<file path="src/rtl/wb_port_arbiter.sv">
// Register-file write-port arbiter: pipeline writeback vs. FIFO-buffered long-latency results.
// Optional macro WB_ARB_BYPASS_EN writes a long-latency result straight through when the port is idle.
module wb_port_arbiter #(
  parameter int unsigned DEPTH        = 4,
  parameter int unsigned STARVE_LIMIT = 8
) (
  input  logic        clock,
  input  logic        reset_n,
  input  logic        wb_valid,
  input  logic [4:0]  wb_d,
  input  logic [31:0] wb_val,
  output logic        wb_stall,
  input  logic        ll_valid,
  input  logic [4:0]  ll_d,
  input  logic [31:0] ll_val,
  output logic        ll_ready,
  output logic        rf_we,
  output logic [4:0]  rf_d,
  output logic [31:0] rf_val,
  output logic [31:0] pend_mask
);

  localparam int unsigned PW = $clog2(DEPTH);
  localparam int unsigned CW = PW + 1;
  localparam int unsigned SW = 8;

  typedef enum logic [0:0] {StPipe, StDrain} state_e;

  state_e         r_state, w_state_d;
  logic [PW-1:0]  r_wr_ptr, r_rd_ptr;
  logic [CW-1:0]  r_count, w_count_d;
  logic [SW-1:0]  r_starve, w_starve_d;
  logic [4:0]     r_mem_d   [DEPTH];
  logic [31:0]    r_mem_val [DEPTH];

  logic           r_rf_we, w_rf_we_d;
  logic [4:0]     r_rf_d, w_rf_d_d;
  logic [31:0]    r_rf_val, w_rf_val_d;

  logic           w_empty, w_full, w_starved;
  logic           w_wb_req, w_conflict, w_force;
  logic           w_grant_ll, w_grant_wb;
  logic           w_push, w_enq, w_pop, w_bypass;
  logic [31:0]    w_pend;
  logic [PW-1:0]  w_off;

  // Slot i holds a live entry when its distance from the read pointer is below the count.
  always_comb begin
    w_pend = '0;
    w_off  = '0;
    for (int unsigned i = 0; i < DEPTH; i++) begin
      w_off = PW'(i) - r_rd_ptr;
      if (CW'(w_off) < r_count) begin
        w_pend[r_mem_d[i]] = 1'b1;
      end
    end
  end

  always_comb begin
    w_empty    = (r_count == '0);
    w_full     = (r_count == CW'(DEPTH));
    w_starved  = (r_starve == SW'(STARVE_LIMIT));
    w_wb_req   = wb_valid && (wb_d != 5'd0);
    w_conflict = w_wb_req && w_pend[wb_d];
    w_force    = w_conflict || w_full || w_starved;
    w_grant_ll = !w_empty && ((r_state == StDrain) || !w_wb_req || w_force);
    w_grant_wb = w_wb_req && !w_grant_ll;
    w_pop      = w_grant_ll;
    w_push     = ll_valid && !w_full;
`ifdef WB_ARB_BYPASS_EN
    w_bypass   = w_empty && !w_wb_req && w_push && (ll_d != 5'd0);
`else
    w_bypass   = 1'b0;
`endif
    w_enq      = w_push && (ll_d != 5'd0) && !w_bypass;
  end

  always_comb begin
    w_count_d = r_count + CW'(w_enq) - CW'(w_pop);

    w_starve_d = r_starve;
    if (w_empty || w_pop) begin
      w_starve_d = '0;
    end else if (!w_starved) begin
      w_starve_d = r_starve + 1'b1;
    end

    w_state_d = r_state;
    unique case (r_state)
      StPipe:  if (w_grant_ll && w_wb_req && w_force) w_state_d = StDrain;
      StDrain: w_state_d = StDrain;
      default: w_state_d = StPipe;
    endcase
    // Leaving the FIFO empty always ends a drain, even one that would start this cycle.
    if (w_count_d == '0) begin
      w_state_d = StPipe;
    end

    w_rf_we_d  = w_grant_ll || w_grant_wb || w_bypass;
    w_rf_d_d   = r_rf_d;
    w_rf_val_d = r_rf_val;
    if (w_grant_ll) begin
      w_rf_d_d   = r_mem_d[r_rd_ptr];
      w_rf_val_d = r_mem_val[r_rd_ptr];
    end else if (w_grant_wb) begin
      w_rf_d_d   = wb_d;
      w_rf_val_d = wb_val;
    end else if (w_bypass) begin
      w_rf_d_d   = ll_d;
      w_rf_val_d = ll_val;
    end
  end

  always_ff @(posedge clock or negedge reset_n) begin
    if (!reset_n) begin
      r_state  <= StPipe;
      r_wr_ptr <= '0;
      r_rd_ptr <= '0;
      r_count  <= '0;
      r_starve <= '0;
      r_rf_we  <= 1'b0;
      r_rf_d   <= '0;
      r_rf_val <= '0;
    end else begin
      r_state  <= w_state_d;
      r_count  <= w_count_d;
      r_starve <= w_starve_d;
      r_rf_we  <= w_rf_we_d;
      r_rf_d   <= w_rf_d_d;
      r_rf_val <= w_rf_val_d;
      if (w_enq) r_wr_ptr <= r_wr_ptr + 1'b1;
      if (w_pop) r_rd_ptr <= r_rd_ptr + 1'b1;
    end
  end

  // Entry storage needs no reset: the count alone decides which slots are live.
  always_ff @(posedge clock) begin
    if (w_enq) begin
      r_mem_d[r_wr_ptr]   <= ll_d;
      r_mem_val[r_wr_ptr] <= ll_val;
    end
  end

  assign wb_stall  = w_wb_req && w_grant_ll;
  assign ll_ready  = !w_full;
  assign rf_we     = r_rf_we;
  assign rf_d      = r_rf_d;
  assign rf_val    = r_rf_val;
  assign pend_mask = w_pend;

endmodule

</file>
<file path="config.mk">
export PLATFORM = sky130hd
export DESIGN_NAME = wb_port_arbiter
export DESIGN_NICKNAME = d
export VERILOG_FILES = /design/src/rtl/wb_port_arbiter.sv
export SDC_FILE = /design/constraint.sdc
export NUM_CORES = 1
export LEC_CHECK = 0
export CAP_MARGIN = 10
export CORE_ASPECT_RATIO = 0.9
export CORE_MARGIN = 2
export CORE_UTILIZATION = 40
export CTS_CLUSTER_SIZE = 12
export DETAILED_ROUTE_END_ITERATION = 10
export PLACE_DENSITY = 0.68
export SKIP_CTS_REPAIR_TIMING = 1
export SYNTH_ARGS = -nofsm -noshare
export SYNTH_HDL_FRONTEND = slang
export SYNTH_SLANG_ARGS = --single-unit
</file>
<file path="constraint.sdc">
create_clock -name clock -period 14.73 [get_ports clock]
set_clock_uncertainty 0.2 [all_clocks]
set_input_delay 2.946 -clock clock [delete_from_list [all_inputs] [get_ports clock]]
set_output_delay 2.946 -clock clock [all_outputs]
set_load 0.1 [all_outputs]
</file>
==> flow_metrics.py <==
metrics = {
    "synth": {
        "async_flop_share": 0.267,
        "yosysWarningCount": 0,
        "yosysMostFrequentCell": "edfxtp_1",
        "synth-seq-cells": 202,
        "ys_top_cells_by_count": "edfxtp_1 (148), o22a_1 (73), dfrtp_1 (54), nand2_1 (38), mux4_2 (37)",
        "syn_avg_cell_area_um2": 14.0,
        "yosys.area.top_type": "edfxtp_1",
        "syn_nets": 796,
        "yosysUniqueCellTypes": 73,
        "yosys-top-cells-area": "edfxtp_1 (45%), dfrtp_1 (14%), mux4_2 (8.4%), o22a_1 (6.5%), o22ai_1 (1.6%)",
        "synth_top_area_share": 0.450,
        "synth_flop_cell": "edfxtp_1",
        "synthCells": 705,
        "ys_seq_area_frac": 0.587,
        "syn_area_um2": 9870,
        "synth_edf_count": 148,
    },
    "worst_setup_path": {
        "rr_worst_depth": 20,
        "crit_type": "input pin to output pin",
        "cpPeakStageDelay_ns": 1.15,
        "critPathMaxFanout": 14,
        "reg2reg_to": "r_state$_DFF_PN0_",
        "r2r_start": "r_rd_ptr[1]$_DFFE_PN0N_",
        "critPathArrivalTime_ns": 6.57,
        "path_common_cell": "clkdlybuf4s50_1",
        "start_kind": "input pin",
        "r2r_slack_ns": 8.45,
        "required_ns": 11.58,
        "worstPathCellList": "clkdlybuf4s50_1 -> inv_1 -> nand3_1 -> o221a_2 -> o2111ai_1 -> nor4_2 -> nor2_1 -> a21oi_1 -> clkdlybuf4s50_1",
        "critPathSlowestCell": "clkdlybuf4s50_1",
        "worstSetupEndpointType": "output pin",
    },
    "clock_tree": {
        "clock-sinks": 202,
        "clockBufferDepth": 3,
        "htree_levels": 1,
        "cts-root-buf": "clkbuf_16",
        "clock_latency_ns": 0.52,
        "cts_tree": "built",
        "cts.clk_slew.worst_paths_ns": 0.05,
        "cts_made_buffers": 23,
    },
    "run_status": {
        "status": "finished, final reports clean",
    },
    "sta": {
        "slew_viol_final": 0,
        "hold_viol_final": 0,
        "tns_ns": 0,
        "postLayoutSetupSlackWorst_ns": 5.02,
        "setup_viol": 0,
        "rsz0062_at_grt": "false",
        "min_period_over_period": 0.659,
        "relSlewSlack": 0.302,
        "timing.final.crit_period_ns": 9.71,
        "worst_slew_pin_slew_ns": 1.05,
        "fmax_mhz": 103,
    },
    "global_routing": {
        "track_usage": 0.202,
        "grt_start_max_net_pins": 55,
        "antenna_found_initial": 1,
        "grt_pass1_vias": 7011,
        "overflow": 0,
        "grt_pass1_wl_um": 40700,
    },
    "drt": {
        "drcViolationCount": 0,
        "ant_nets": 0,
        "via_per_inst": 5.91,
        "wl_per_cell_um": 22.7,
        "drt_wl_total_um": 26300,
        "vias": 6849,
        "dr.pass1.iters": 5,
        "drtIter0Drc": 707,
    },
    "worst_hold_path": {
        "hold_path_class": "register to register",
        "min_path_cells": 1,
        "holdCritStartpoint": "r_starve[0]$_DFFE_PN0P_",
        "hold_end": "r_starve[0]$_DFFE_PN0P_",
    },
    "floorplan": {
        "fp.coreArea_um2": 24300,
        "core.rowCount": 54,
        "die_area_um2": 26000,
        "fp.dieW_um": 170,
        "ioPinCount": 150,
        "initial_utilization": 0.407,
        "fp.dieH_um": 153,
    },
    "layout": {
        "nets": 925,
        "areaGrowthSynthToFinish_pct": 24.0,
        "drive_gt1_frac": 0.127,
        "diodes": 0,
    },
    "placed_design": {
        "detailed_place_hpwl_um": 17500,
        "dp_slack_ns": 5.03,
        "port_buffers": 149,
        "globalplace.congestion": 0.967,
    },
    "run": {
        "drv_cap": 0,
    },
    "power_and_ir_drop": {
        "p_per_area_nw_per_um2": 238,
        "leakage_nw": 4.25,
        "ir_drop_v": 0.000146,
    },
}
[layer usage]
metal | wire length [um] | global-route usage | up-vias
li1 | - | - | 3086
met1 | 11500 | 0.280 | 3391
met2 | 11600 | 0.314 | 312
met3 | 2220 | 0.0502 | 60
met4 | 912 | 0.0684 | 0
met5 | 0 | 0 | -
[power breakdown]
group	leakage [nW]	switching [mW]	internal, mW
logic	1.93	1.04	0.477
registers	1.99	0.103	0.772
clock network	0.335	0.224	0.303
total	4.25	1.36	1.55
[kinds of logic (layout without fill, tap and decap cells)]
group,Yosys count,after routing,share of synthesized area
buffers and inverters,71,217,0.0335
XOR/XNOR,12,12,0.0106
AO/OA/AOI/OAI,176,176,0.156
adder cells (fa/ha/maj),13,13,0.0172
AND/OR/NAND/NOR,191,191,0.108
flip-flops,202,202,0.587
multiplexers,40,40,0.0876
[metrics by stage]
stage	instance area (um2)	instances	utilization	hold WS, ns	total power, mW
after floorplan	9870	705	-	0.281	2.03
after global placement	11500	1117	0.476	0.314	2.39
after detailed placement	11500	1117	0.476	0.320	2.40
after CTS	12200	1159	0.505	0.328	2.93
after global routing	12200	1159	0.505	0.357	3.05
final	12200	1159	0.505	0.324	2.92
[worst max-delay path by stage]
stage | start | endpoint | cells past startpoint
after floorplan | wb_d[0] | wb_stall | 8
after global placement | wb_d[1] | wb_stall | 9
after detailed placement | wb_d[1] | wb_stall | 9
after CTS | wb_d[1] | wb_stall | 9
after global routing | wb_d[1] | wb_stall | 9
final | wb_d[1] | wb_stall | 9
[cells in the final DEF, fill, tap and decap left out, types with 6 or more instances in the layout]
cell type,n
nand3_1,15
nor2b_1,11
or3_1,6
nand2b_1,16
a221o_1,14
clkdlybuf4s50_1,148
xnor2_1,7
inv_1,21
nand2_1,38
clkbuf_1,11
ha_1,12
nor3_1,21
and2_1,10
mux4_2,37
o22a_1,73
edfxtp_1,148
a211o_1,9
clkbuf_16,23
nor2_1,27
or2_2,7
dfrtp_1,52
o22ai_1,26
[area by class of cell]
class / count / area (um2)
clock buffer: 36 / 644
clock inverter: 6 / 50.0
fill: 2091 / 12000
inverter: 21 / 78.8
multi-input combinational: 432 / 3760
sequential: 202 / 5800
tap: 308 / 385
timing repair buffer: 154 / 1520
[worst max-delay path, delay by kind of cell]
kind,cells,cell delay [ns]
compound gates,3,0.50
simple gates,3,0.79
buf+inv,3,2.32
[sequential cells by signal, indices dropped and copies added (netlist names)]
| name | count |
|---|---|
| r_mem_val | 128 |
| rf_val | 32 |
| r_mem_d | 20 |
| r_starve | 8 |
| rf_d | 5 |
| r_count | 3 |
| r_rd_ptr | 2 |
| r_wr_ptr | 2 |
| r_state | 1 |
| rf_we | 1 |
Note: power is estimated with default switching activity, not from simulation.
